**config.mk**
```make
export PLATFORM = sky130hd
export DESIGN_NAME = ddr2_reset_sequencer
export DESIGN_NICKNAME = d
export VERILOG_FILES = /design/src/rtl/ddr2_reset_sequencer.sv
export SDC_FILE = /design/constraint.sdc
export NUM_CORES = 1
export LEC_CHECK = 0
export ABC_AREA = 1
export CAP_MARGIN = 20
export CORE_MARGIN = 8
export CORE_UTILIZATION = 59
export CTS_CLUSTER_DIAMETER = 120
export DETAILED_ROUTE_END_ITERATION = 8
export GPL_ROUTABILITY_DRIVEN = 0
export PLACE_DENSITY_LB_ADDON = 0.12
export SLEW_MARGIN = 20
export SYNTH_ARGS = -nofsm -noshare
export SYNTH_HDL_FRONTEND = slang
export SYNTH_SLANG_ARGS = --single-unit
```
**constraint.sdc**
```tcl
create_clock -name clk -period 2.38 [get_ports clk]
set_clock_uncertainty 0.1 [all_clocks]
set_input_delay 0.238 -clock clk [delete_from_list [all_inputs] [get_ports clk]]
set_output_delay 0.238 -clock clk [all_outputs]
set_load 0.01 [all_outputs]
```
**src/rtl/ddr2_reset_sequencer.sv**
```systemverilog
// DDR2 subsystem reset/bring-up sequencer: PLL reset pulse, lock qualification,
// nested release of memory-controller and user-logic resets, calibration
// supervision, bounded retries and a sticky failure state.
module ddr2_reset_sequencer #(
  parameter int unsigned PLL_RST_CYC     = 4,
  parameter int unsigned LOCK_STABLE_CYC = 16,
  parameter int unsigned LOCK_TIMEOUT    = 1024,
  parameter int unsigned CORE_DELAY_CYC  = 100,
  parameter int unsigned CALIB_TIMEOUT   = 40000,
  parameter int unsigned MAX_RETRY       = 3,
  parameter int unsigned CNT_W           = 16
) (
  input  logic       clk,
  input  logic       rstN,
  input  logic       softRst,
  input  logic       pllLocked,
  input  logic       calibDone,
  output logic       pllRst,
  output logic       memRst,
  output logic       userRst,
  output logic       ready,
  output logic       fail,
  output logic [1:0] retryCnt,
  output logic [2:0] stateOut
);

  localparam int unsigned RETRY_W = 2;

  typedef enum logic [2:0] {
    PLL_RST    = 3'd0,
    WAIT_LOCK  = 3'd1,
    REL_CORE   = 3'd2,
    WAIT_CALIB = 3'd3,
    RUN        = 3'd4,
    FAIL       = 3'd5
  } state_t;

  state_t             state, state_nx;
  logic [CNT_W-1:0]   cnt, cnt_nx;
  logic [CNT_W-1:0]   stab, stab_nx;
  logic [RETRY_W-1:0] retry, retry_nx;
  logic               sync1, sync2;
  logic               retry_go;
  logic               pll_rst_nx, mem_rst_nx, user_rst_nx, ready_nx, fail_nx;

  // Two-flop synchronizer for the asynchronous PLL lock indication
  always_ff @(posedge clk or negedge rstN) begin
    if (!rstN) begin
      sync1 <= 1'b0;
      sync2 <= 1'b0;
    end else begin
      sync1 <= pllLocked;
      sync2 <= sync1;
    end
  end

  // State, counters and registered reset outputs
  always_ff @(posedge clk or negedge rstN) begin
    if (!rstN) begin
      state   <= PLL_RST;
      cnt     <= '0;
      stab    <= '0;
      retry   <= '0;
      pllRst  <= 1'b1;
      memRst  <= 1'b1;
      userRst <= 1'b1;
      ready   <= 1'b0;
      fail    <= 1'b0;
    end else begin
      state   <= state_nx;
      cnt     <= cnt_nx;
      stab    <= stab_nx;
      retry   <= retry_nx;
      pllRst  <= pll_rst_nx;
      memRst  <= mem_rst_nx;
      userRst <= user_rst_nx;
      ready   <= ready_nx;
      fail    <= fail_nx;
    end
  end

  // Next-state, counter and output decode; outputs follow the next state so
  // they change on the same edge as the state register
  always_comb begin
    state_nx    = state;
    cnt_nx      = cnt + CNT_W'(1);
    stab_nx     = '0;
    retry_nx    = retry;
    retry_go    = 1'b0;
    pll_rst_nx  = 1'b0;
    mem_rst_nx  = 1'b1;
    user_rst_nx = 1'b1;
    ready_nx    = 1'b0;
    fail_nx     = 1'b0;

    case (state)
      PLL_RST: begin
        if (cnt == CNT_W'(PLL_RST_CYC - 1)) state_nx = WAIT_LOCK;
      end
      WAIT_LOCK: begin
        if (sync2) stab_nx = stab + CNT_W'(1);
        // Stable lock takes priority over a coincident timeout
        if (sync2 && (stab == CNT_W'(LOCK_STABLE_CYC - 1))) state_nx = REL_CORE;
        else if (cnt == CNT_W'(LOCK_TIMEOUT - 1))           retry_go = 1'b1;
      end
      REL_CORE: begin
        if (!sync2)                                  state_nx = PLL_RST;
        else if (cnt == CNT_W'(CORE_DELAY_CYC - 1))  state_nx = WAIT_CALIB;
      end
      WAIT_CALIB: begin
        // Calibration completion takes priority over a coincident timeout
        if (!sync2)                                  state_nx = PLL_RST;
        else if (calibDone)                          state_nx = RUN;
        else if (cnt == CNT_W'(CALIB_TIMEOUT - 1))   retry_go = 1'b1;
      end
      RUN: begin
        cnt_nx = cnt;
        if (!sync2) state_nx = PLL_RST;
      end
      FAIL: begin
        cnt_nx = cnt;
      end
      default: begin
        state_nx = PLL_RST;
      end
    endcase

    // Retry path: bounded restarts, then park in FAIL with the count saturated
    if (retry_go) begin
      if (retry < RETRY_W'(MAX_RETRY)) begin
        retry_nx = retry + RETRY_W'(1);
        state_nx = PLL_RST;
      end else begin
        state_nx = FAIL;
      end
    end

    if (state_nx != state) begin
      cnt_nx  = '0;
      stab_nx = '0;
    end

    // Soft restart overrides everything and holds the counter at zero
    if (softRst) begin
      state_nx = PLL_RST;
      cnt_nx   = '0;
      stab_nx  = '0;
      retry_nx = '0;
    end

    case (state_nx)
      PLL_RST:    pll_rst_nx = 1'b1;
      WAIT_LOCK:  ;
      REL_CORE:   mem_rst_nx = 1'b0;
      WAIT_CALIB: mem_rst_nx = 1'b0;
      RUN: begin
        mem_rst_nx  = 1'b0;
        user_rst_nx = 1'b0;
        ready_nx    = 1'b1;
      end
      FAIL:       fail_nx = 1'b1;
      default:    pll_rst_nx = 1'b1;
    endcase
  end

  assign retryCnt = retry;
  assign stateOut = state;

endmodule
```
## Word level (Yosys, flattened, before mapping)

Index checks and enable logic that the tools add are counted.
W data, S select, Z words.

- Register bits after elaboration: 44
- Bits of input ports: 5

- Add/subtract/negate cells: 3
- Magnitude comparators: 1
- Equality and inequality tests: 17
- Mux-type cells: 32
- Reduce and logical (&&, ||, !) cells: 8

Operator list:

| kind | count |
|---|---|
| $mux W16 | 7 |
| $add A16 B1 Y16 const B | 2 |
| $mux W3 | 10 |
| $pmux W3 S6 | 1 |
| $eq A16 B10 Y1 const B | 1 |
| $eq A16 B16 Y1 const B | 1 |
| $eq A16 B2 Y1 const B | 1 |
| $eq A16 B4 Y1 const B | 1 |
| $eq A16 B7 Y1 const B | 1 |
| $eq A3 B2 Y1 const B | 4 |
| $eq A3 B3 Y1 const B | 4 |
| $mux W1 | 10 |
| $eq A3 B1 Y1 const B | 2 |
| $mux W2 | 3 |
| $reduce_or A5 Y1 | 1 |
| $reduce_bool A2 Y1 | 2 |
| $logic_not A3 Y1 | 1 |
| $ne A3 B1 Y1 const B | 1 |
| $ne A3 B3 Y1 | 1 |
| $reduce_or A3 Y1 | 1 |
| $add A2 B1 Y2 const B | 1 |
| $lt A2 B2 Y1 const B | 1 |
| $pmux W1 S2 | 1 |
| $reduce_and A2 Y1 | 1 |
| other kinds (2) | 2 |

## Longest topological paths before layout

- Word-level depth: 10
- Mapped depth: 14

## Least setup slack after synthesis

No wires, ideal clock.

- Path kind: reg2reg
- From: register cnt[0]
- To: register stab[12]
- Arrival time: 1.767 ns
- Required time: 2.155 ns
- Setup slack: 0.388 ns
- Stages on the path, launching flop included: 14
- Cells stage by stage: dfrtp_1 > ha_1 > nand3_2 > nor2_4 > nand2_2 > nor2_2 > nand3_2 > nand2_2 > nand2_4 > nand3_1 > nand2_4 > nand4_4 > buf_6 > nor2_4

- Word-level cells in the longest chain between the ends: 9
- Elaborated cells on any way between the ends: 18

Ends and longest elaborated chain:

| element | line | source |
|---|---|---|
| from (decl) | 39 | `logic [CNT_W-1:0] cnt, cnt_nx;` |
| from (signal assigned) | 71 | `cnt <= cnt_nx;` |
| $eq A16 B16 Y1 | 114 | `else if (cnt == CNT_W'(CALIB_TIMEOUT - 1)) retry_go = 1'b1;` |
| $mux W1 | 114 |  |
| $mux W1 | 113 | `else if (calibDone) state_nx = RUN;` |
| $mux W1 | 112 | `if (!sync2) state_nx = PLL_RST;` |
| $pmux W1 S2 | 96 | `case (state)` |
| $mux W3 (*) | 129 | `if (retry_go) begin` |
| $ne A3 B3 Y1 (*) | 138 | `if (state_nx != state) begin` |
| $mux W16 (*) | 138 |  |
| $mux W16 (*) | 144 | `if (softRst) begin` |
| named net stab_nx[12] | 40 | `logic [CNT_W-1:0] stab, stab_nx;` |
| to (signal assigned) | 72 | `stab <= stab_nx;` |
| to (decl) | 40 |  |

The timed path passes the listed nets; every way through them passes the cells marked *.
A chain may end at the register's enable or synchronous reset.

## Worst setup path after layout

- From: register cnt[0]
- To: register stab[4]

The elaborated chain is that of the path after synthesis.

==> flow_metrics.tcl <==
set metrics [dict create \
    num_vias 2031 \
    antennaDiodeCount 0 \
    drt_iter0_drc 125 \
    wl_um 5169 \
    yosysSeqAreaShare_pct 44.60 \
    synth_flop_cell "dfrtp_1" \
    dieArea_um2 6529 \
    synth_top_family_by_area "simple AND/OR/NAND/NOR gates" \
    htreeDepth 2 \
    netlist_top_cells_area "dfrtp_1 (41%), nor2_1 (8.2%), nand2_1 (6.2%), nor2_4 (5.5%), inv_1 (5.3%)" \
    power_frac_seq_pct 49.7 \
    coreArea_um2 4029 \
    dr.pass1.iters 4 \
    yosysTopAreaCell "dfrtp_1" \
    p_per_area_nw_per_um2 568.6 \
    cp_cell_sequence "ha_2, nand3_2, nor2_4, nand2_2, nor2_2, nand3_2, nand2_2, nand2_4, nand2_2, nand2_2, nand2_4, nand4_4, buf_12, nor2_1" \
    slew_headroom_pct 63.32 \
    slew_viol_final 0 \
    critical_path_class "reg2reg" \
    antenna_found_initial 0 \
    nets 326 \
    clockPowerShare_pct 34.7 \
    row_count 23 \
    whs_ns 0.2618 \
    cts.sinks 44 \
    syn_to_final_growth_pct 14.75 \
    synth.area.mux_share_pct 0 \
    hold_path_class "reg2reg" \
    leakagePower_nw 1.192 \
    max_freq_ghz 0.4532 \
    yosysTopAreaCellShare_pct 41.41 \
    hold_violations 0 \
    multi_input_comb_area_um2 1252 \
    syn_area_per_cell_um2 8.426 \
    required_ns 2.51 \
    initial_core_util_pct 61.49 \
    synth-compound-area-share_pct 6.263 \
    drc 0 \
    internal_power_w 0.001174 \
    tritoncts "done" \
    wl_per_cell_um 14.01 \
    seq_area_um2 1105 \
    viasPerCell 5.504 \
    finalSetupViolCount 0 \
    maxCapViolCount 0 \
    numCtsBuffers 5 \
    n_fill_cell 324 \
    synth-async-reset-ratio_pct 100.0 \
    grt_pass1_vias 1985 \
    switchingPower_w 0.0004427 \
    rsz0062_at_grt "false" \
    power_w 0.001616 \
    syn_nets 302 \
    switching_share_pct 27.39 \
    synthXorXnorAreaFrac_pct 6.364 \
    tightestPinTransition_ns 0.5451 \
    vdd_drop_max_uv 470.2 \
    final_util_pct 70.56 \
    dp_hpwl_um 3760 \
    grt_pass1_wl_um 8714 \
    worstSkewPairLatency_ns 0.29 \
    syn_inst 294 \
    cts_max_path_buffers 2 \
    grt_use_total_pct 16.69 \
    synth_edf_count 0 \
    die_x_um 80.80 \
    period_needed_ns 2.206 \
    grt_overflow 0 \
    ys_seq_elements 44 \
    synthSimpleGateAreaFrac_pct 35.35 \
    outcome "finished clean" \
    crit_top_cell "nand2_2" \
    critical-path-max-stage-delay_ns 0.39 \
    synth_cell_type_count 35 \
    cp_max_fo 16 \
    yosys_warnings 0 \
    finalCritPeriodShare_pct 92.71 \
    ios 15 \
    clkTransAtPathRegs_ns 0.08 \
    crit_slowest_cell "dfrtp_1" \
    comb_power_share_pct 15.6 \
    ant_nets 0 \
    cp.arrival_ns 2.34 \
    syn_area_um2 2477 \
    cp-start-kind "flop" \
    drive_gt1_share_pct 15.36 \
    die_h_um 80.80 \
    cts-root-buf "clkbuf_8" \
    critPathCaptureType "flop" \
    grt_max_degree 28 \
    io_buffers 14 \
    synthAdderAreaFrac_pct 1.515 \
]
==> layout make-up <==
type,instances,share of cell area (%)
multi-input cells,213,44.06
flip-flops and latches,44,38.86
repair buffers,18,6.338
inverters,36,4.754
clock buffers,6,2.553
well taps,50,2.201
clock inverters,2,1.232
==> final timing paths <==
kind                        start  endpoint  slack (ns)  depth (start not counted)
max                        cnt[0]   stab[4]        0.17                         14
min in group asynchronous    rstN    cnt[6]        0.30                          2
min                         sync1     sync2        0.26                          0
max reg2reg                cnt[0]   stab[4]        0.17                         14
min reg2reg                 sync1     sync2        0.26                          0
max in group asynchronous    rstN   userRst        1.15                          3
==> layout by cell type, fill, tap and decap left out, types with 5 or more instances in the layout <==
cell type	synthesis	layout
clkdlybuf4s50_1	0	13
clkbuf_8	0	5
nor3_1	10	9
nand2_2	7	8
nand2_1	41	40
dfrtp_1	41	41
nand3_1	20	20
nor2_1	54	54
o21ai_0	8	8
a21oi_1	6	6
xor2_1	14	14
nor2_4	12	12
inv_1	35	35
==> cells in the mapped netlist (4+ instances only) <==
library cell,instances
nor4_1,4
o22ai_1,4
xnor2_1,4
o21ai_0,8
nor2_4,12
xor2_1,14
nand3_1,20
nand2_2,7
nand4_1,4
nand2_1,41
nor2_1,54
dfrtp_1,41
nor3_1,10
a21oi_1,6
inv_1,35
==> metal layers <==
layer  GRT usage (%)  wire length (um)  up-vias  share of wire (%)
met4           6.607                98        0                1.9
met5               0                 0        -                  0
met1           20.68              2347      972                 45
met2           28.07              2472       51                 48
li1                -                 -      998                  -
met3           3.201               251       10                4.9
==> flip-flops by register name (all words and copies together) (netlist names) <==
| name | cells |
|---|---|
| cnt | 16 |
| sync2 | 1 |
| pllRst | 1 |
| stab | 16 |
| fail | 1 |
| stateOut | 3 |
| memRst | 1 |
| retryCnt | 2 |
| sync1 | 1 |
| userRst | 1 |
| ready | 1 |
==> timing repair <==
item	4_1_cts	5_1_grt
setup endpoints to repair	16	9
setup buffers	1	0
endpoints found under the hold margin	17	0
gates resized for setup	0	5
pin swaps	1	0
hold buffers	1	0
==> stage by stage <==
stage	TNS (ns)	std cells	setup WS, ns	area (um2)
floorplan	0	294	0.3881	2477
global placement	-0.5897	359	-0.05888	2679
detailed placement	-0.7260	359	-0.08494	2679
CTS	0	369	0.08926	2816
global route	0	369	0.01038	2843
finish	0	369	0.1735	2843
==> kinds of logic after synthesis <==
logic type,after synthesis
AO/OA/AOI/OAI,26
XOR/XNOR,18
adder cells (fa/ha/maj),3
buffers and inverters,37
flip-flops,44
AND/OR/NAND/NOR,166
==> worst max-delay path, delay by kind of cell, from the launching register on <==
family,cells,cell delay [ns]
simple gates,12,1.24
flops,1,0.39
fa+ha+maj,1,0.22
buf+inv,1,0.19
==> power groups by stage <==
stage / clock network [W] / registers (W) / logic [W]
2_1_floorplan: 0 / 0.000813 / 0.000154
3_3_place_gp: 0 / 0.000814 / 0.000233
3_5_place_dp: 0 / 0.000817 / 0.000236
4_1_cts: 0.000572 / 0.000802 / 0.000241
5_1_grt: 0.000596 / 0.000808 / 0.000284
6_report: 0.000561 / 0.000803 / 0.000252
Note: power is estimated with default switching activity, not from simulation.
==> patch, RTL diff (config.mk and constraints unchanged) <==
Put one more register stage on the output `retryCnt`, with the module's reset. The value now appears one clock later. The other outputs are not delayed to match.
--- a/src/rtl/ddr2_reset_sequencer.sv
+++ b/src/rtl/ddr2_reset_sequencer.sv
@@ -165,3 +165,9 @@
 
-  assign retryCnt = retry;
+  always_ff @(posedge clk or negedge rstN) begin
+    if (!rstN) begin
+      retryCnt <= '0;
+    end else begin
+      retryCnt <= retry;
+    end
+  end
   assign stateOut = state;
Formal check against the unedited RTL: same outputs for any inputs over 10 cycles, from zero or initial values and one cycle with rstN low; that may be too few to reach the edited logic, so the function may still have changed.
==> patch against the original RTL <==
- area after synthesis up 2.0%
- global-route usage down 0.30 points
- wire length down 1.9%
- sequential cell count up 2
- worst setup slack worse by 23 ps
- critical path depth unchanged
- total power up 5.3%
- clock power up 2%
- cell area up 2.5%
- maximum frequency down 1.0%
==> patch: results (changes against the original RTL) <==
[final_layout]
bufAreaShareNonClock_pct=6.959  ; +0.62 points
final_area_sq_um=2913  ; +2.5%
final_layout_size_suffix_gt1_share_pct=16.21  ; +0.85 points
clk_share_pct=3.866  ; +0.081 points
finalNetCount=334  ; +2.5%
nMultiInputCombCells=217  ; +1.9%
nFillCells=314  ; -3.1%
sh_seq_area_pct=39.65  ; +0.78 points
n_clock_buffer=5  ; -1
num-nonclk-buffers=21  ; +3
num-nonclk-inverters=35  ; -2.8%
multi_input_area_share_pct=42.87  ; -1.2 points

[pwr]
leakage_uw=0.001225  ; +2.7%
intPower_uw=1234  ; +5.2%
ir_worst_vdd_uv=563.0  ; +20%
power_frac_clock_pct=33.7  ; -1.0 points
p_seq_share_pct=49.3  ; -0.4 points
power_density_nw_per_um2=584.6  ; +2.8%

[yosys]
ys.flop_type=dfrtp_1
syn_nets=308  ; +2.0%
syn_avg_cell_area_sq_um=8.421  ; about the same
ys_top_cells_by_area=dfrtp_1 43%, nor2_1 8.2%, nand2_1 6.8%, inv_1 5.1%, nor2_4 4.9%
synthAdderAreaFrac_pct=1.486  ; -0.029 points
synth_area_sq_um=2526  ; +2.0%
async_flop_share_pct=100.0  ; unchanged
synth_xor_area_share_pct=6.241  ; -0.12 points
synth_compound_area_share_pct=5.696  ; -0.57 points
synth_edf_count=0  ; unchanged
ys_seq_area_share_pct=45.72  ; +1.1 points
netlist_top_cells_count=55 x nor2_1, 46 x nand2_1, 43 x dfrtp_1, 34 x inv_1, 21 x nand3_1

[routing]
wl_mm=5.071  ; -1.9%
wl_per_cell_microns=13.45  ; -4.0%
first_pass_iters=4  ; unchanged
vias=2004  ; -1.3%
drt-initial-drc-count=148  ; +18%

[place]
dp_cells=367  ; +2.2%
dp_slack_ps=186.0  ; +270.9 ps
dpl.hpwl_mm=3.828  ; +1.8%
io_buffers=14  ; unchanged
place_area_sq_um=2755  ; +2.8%

[clocking]
cts_sinks=46  ; +4.5%
clkLatencyLatePin_ps=300

[outcome]
outcome=finished, final reports clean

[timing]
tightest_slew_ps=421.3  ; -123.8 ps
whs_ps=267.5  ; +5.772 ps
tns_ps=0  ; unchanged
fmax_ghz=0.4486  ; -1.0%

[global_route]
grt.total_usage_pct=16.39  ; -0.30 points
grt_max_degree=32  ; +14%
antenna_found_initial=0  ; unchanged
grt_pass1_vias=1867  ; -5.9%
grt_pass1_wl_mm=8.549  ; -1.9%

[critical_path]
r2r_slack_ps=150  ; -20 ps
cp_max_fo=16  ; unchanged
r2r-end=stab[4]
arrival_ps=2360  ; +20 ps
reg2reg_depth=14  ; unchanged

==> patch: changes by cell type after synthesis, sizes merged <==
cell	before	now
nor2	68	69
a32oi	2	1
o31ai	1	0
o21ai	9	11
clkbuf	0	1
nor4	4	3
dfrtp	41	43
inv	36	35
a21oi	6	5
nand2	51	55
and3	1	2
==> patch: timing repair <==
action / in CTS / in global routing
hold buffers: 1 / 0
endpoints found under the setup margin: 0 / 33
endpoints found under the hold margin: 15 / 0
buffers inserted: 0 / 1
resized for setup: 0 / 7
==> patch: how the worst max path moves through the flow <==
| stage | from | cells after the start | end |
|---|---|---|---|
| floorplan | cnt[0] | 14 | stab[6] |
| global placement | calibDone | 11 | stab[0] |
| detailed placement | cnt[0] | 13 | cnt[1] |
| CTS | cnt[0] | 13 | cnt[1] |
| global route | cnt[0] | 14 | stab[0] |
| finish | cnt[0] | 14 | stab[4] |
==> patch: routing by layer <==
layer	GRT usage [%]	part of all wire, %
met1	22.27	47
met2	25.54	46
met3	3.603	5.8
met4	5.000	1.0
met5	0	0
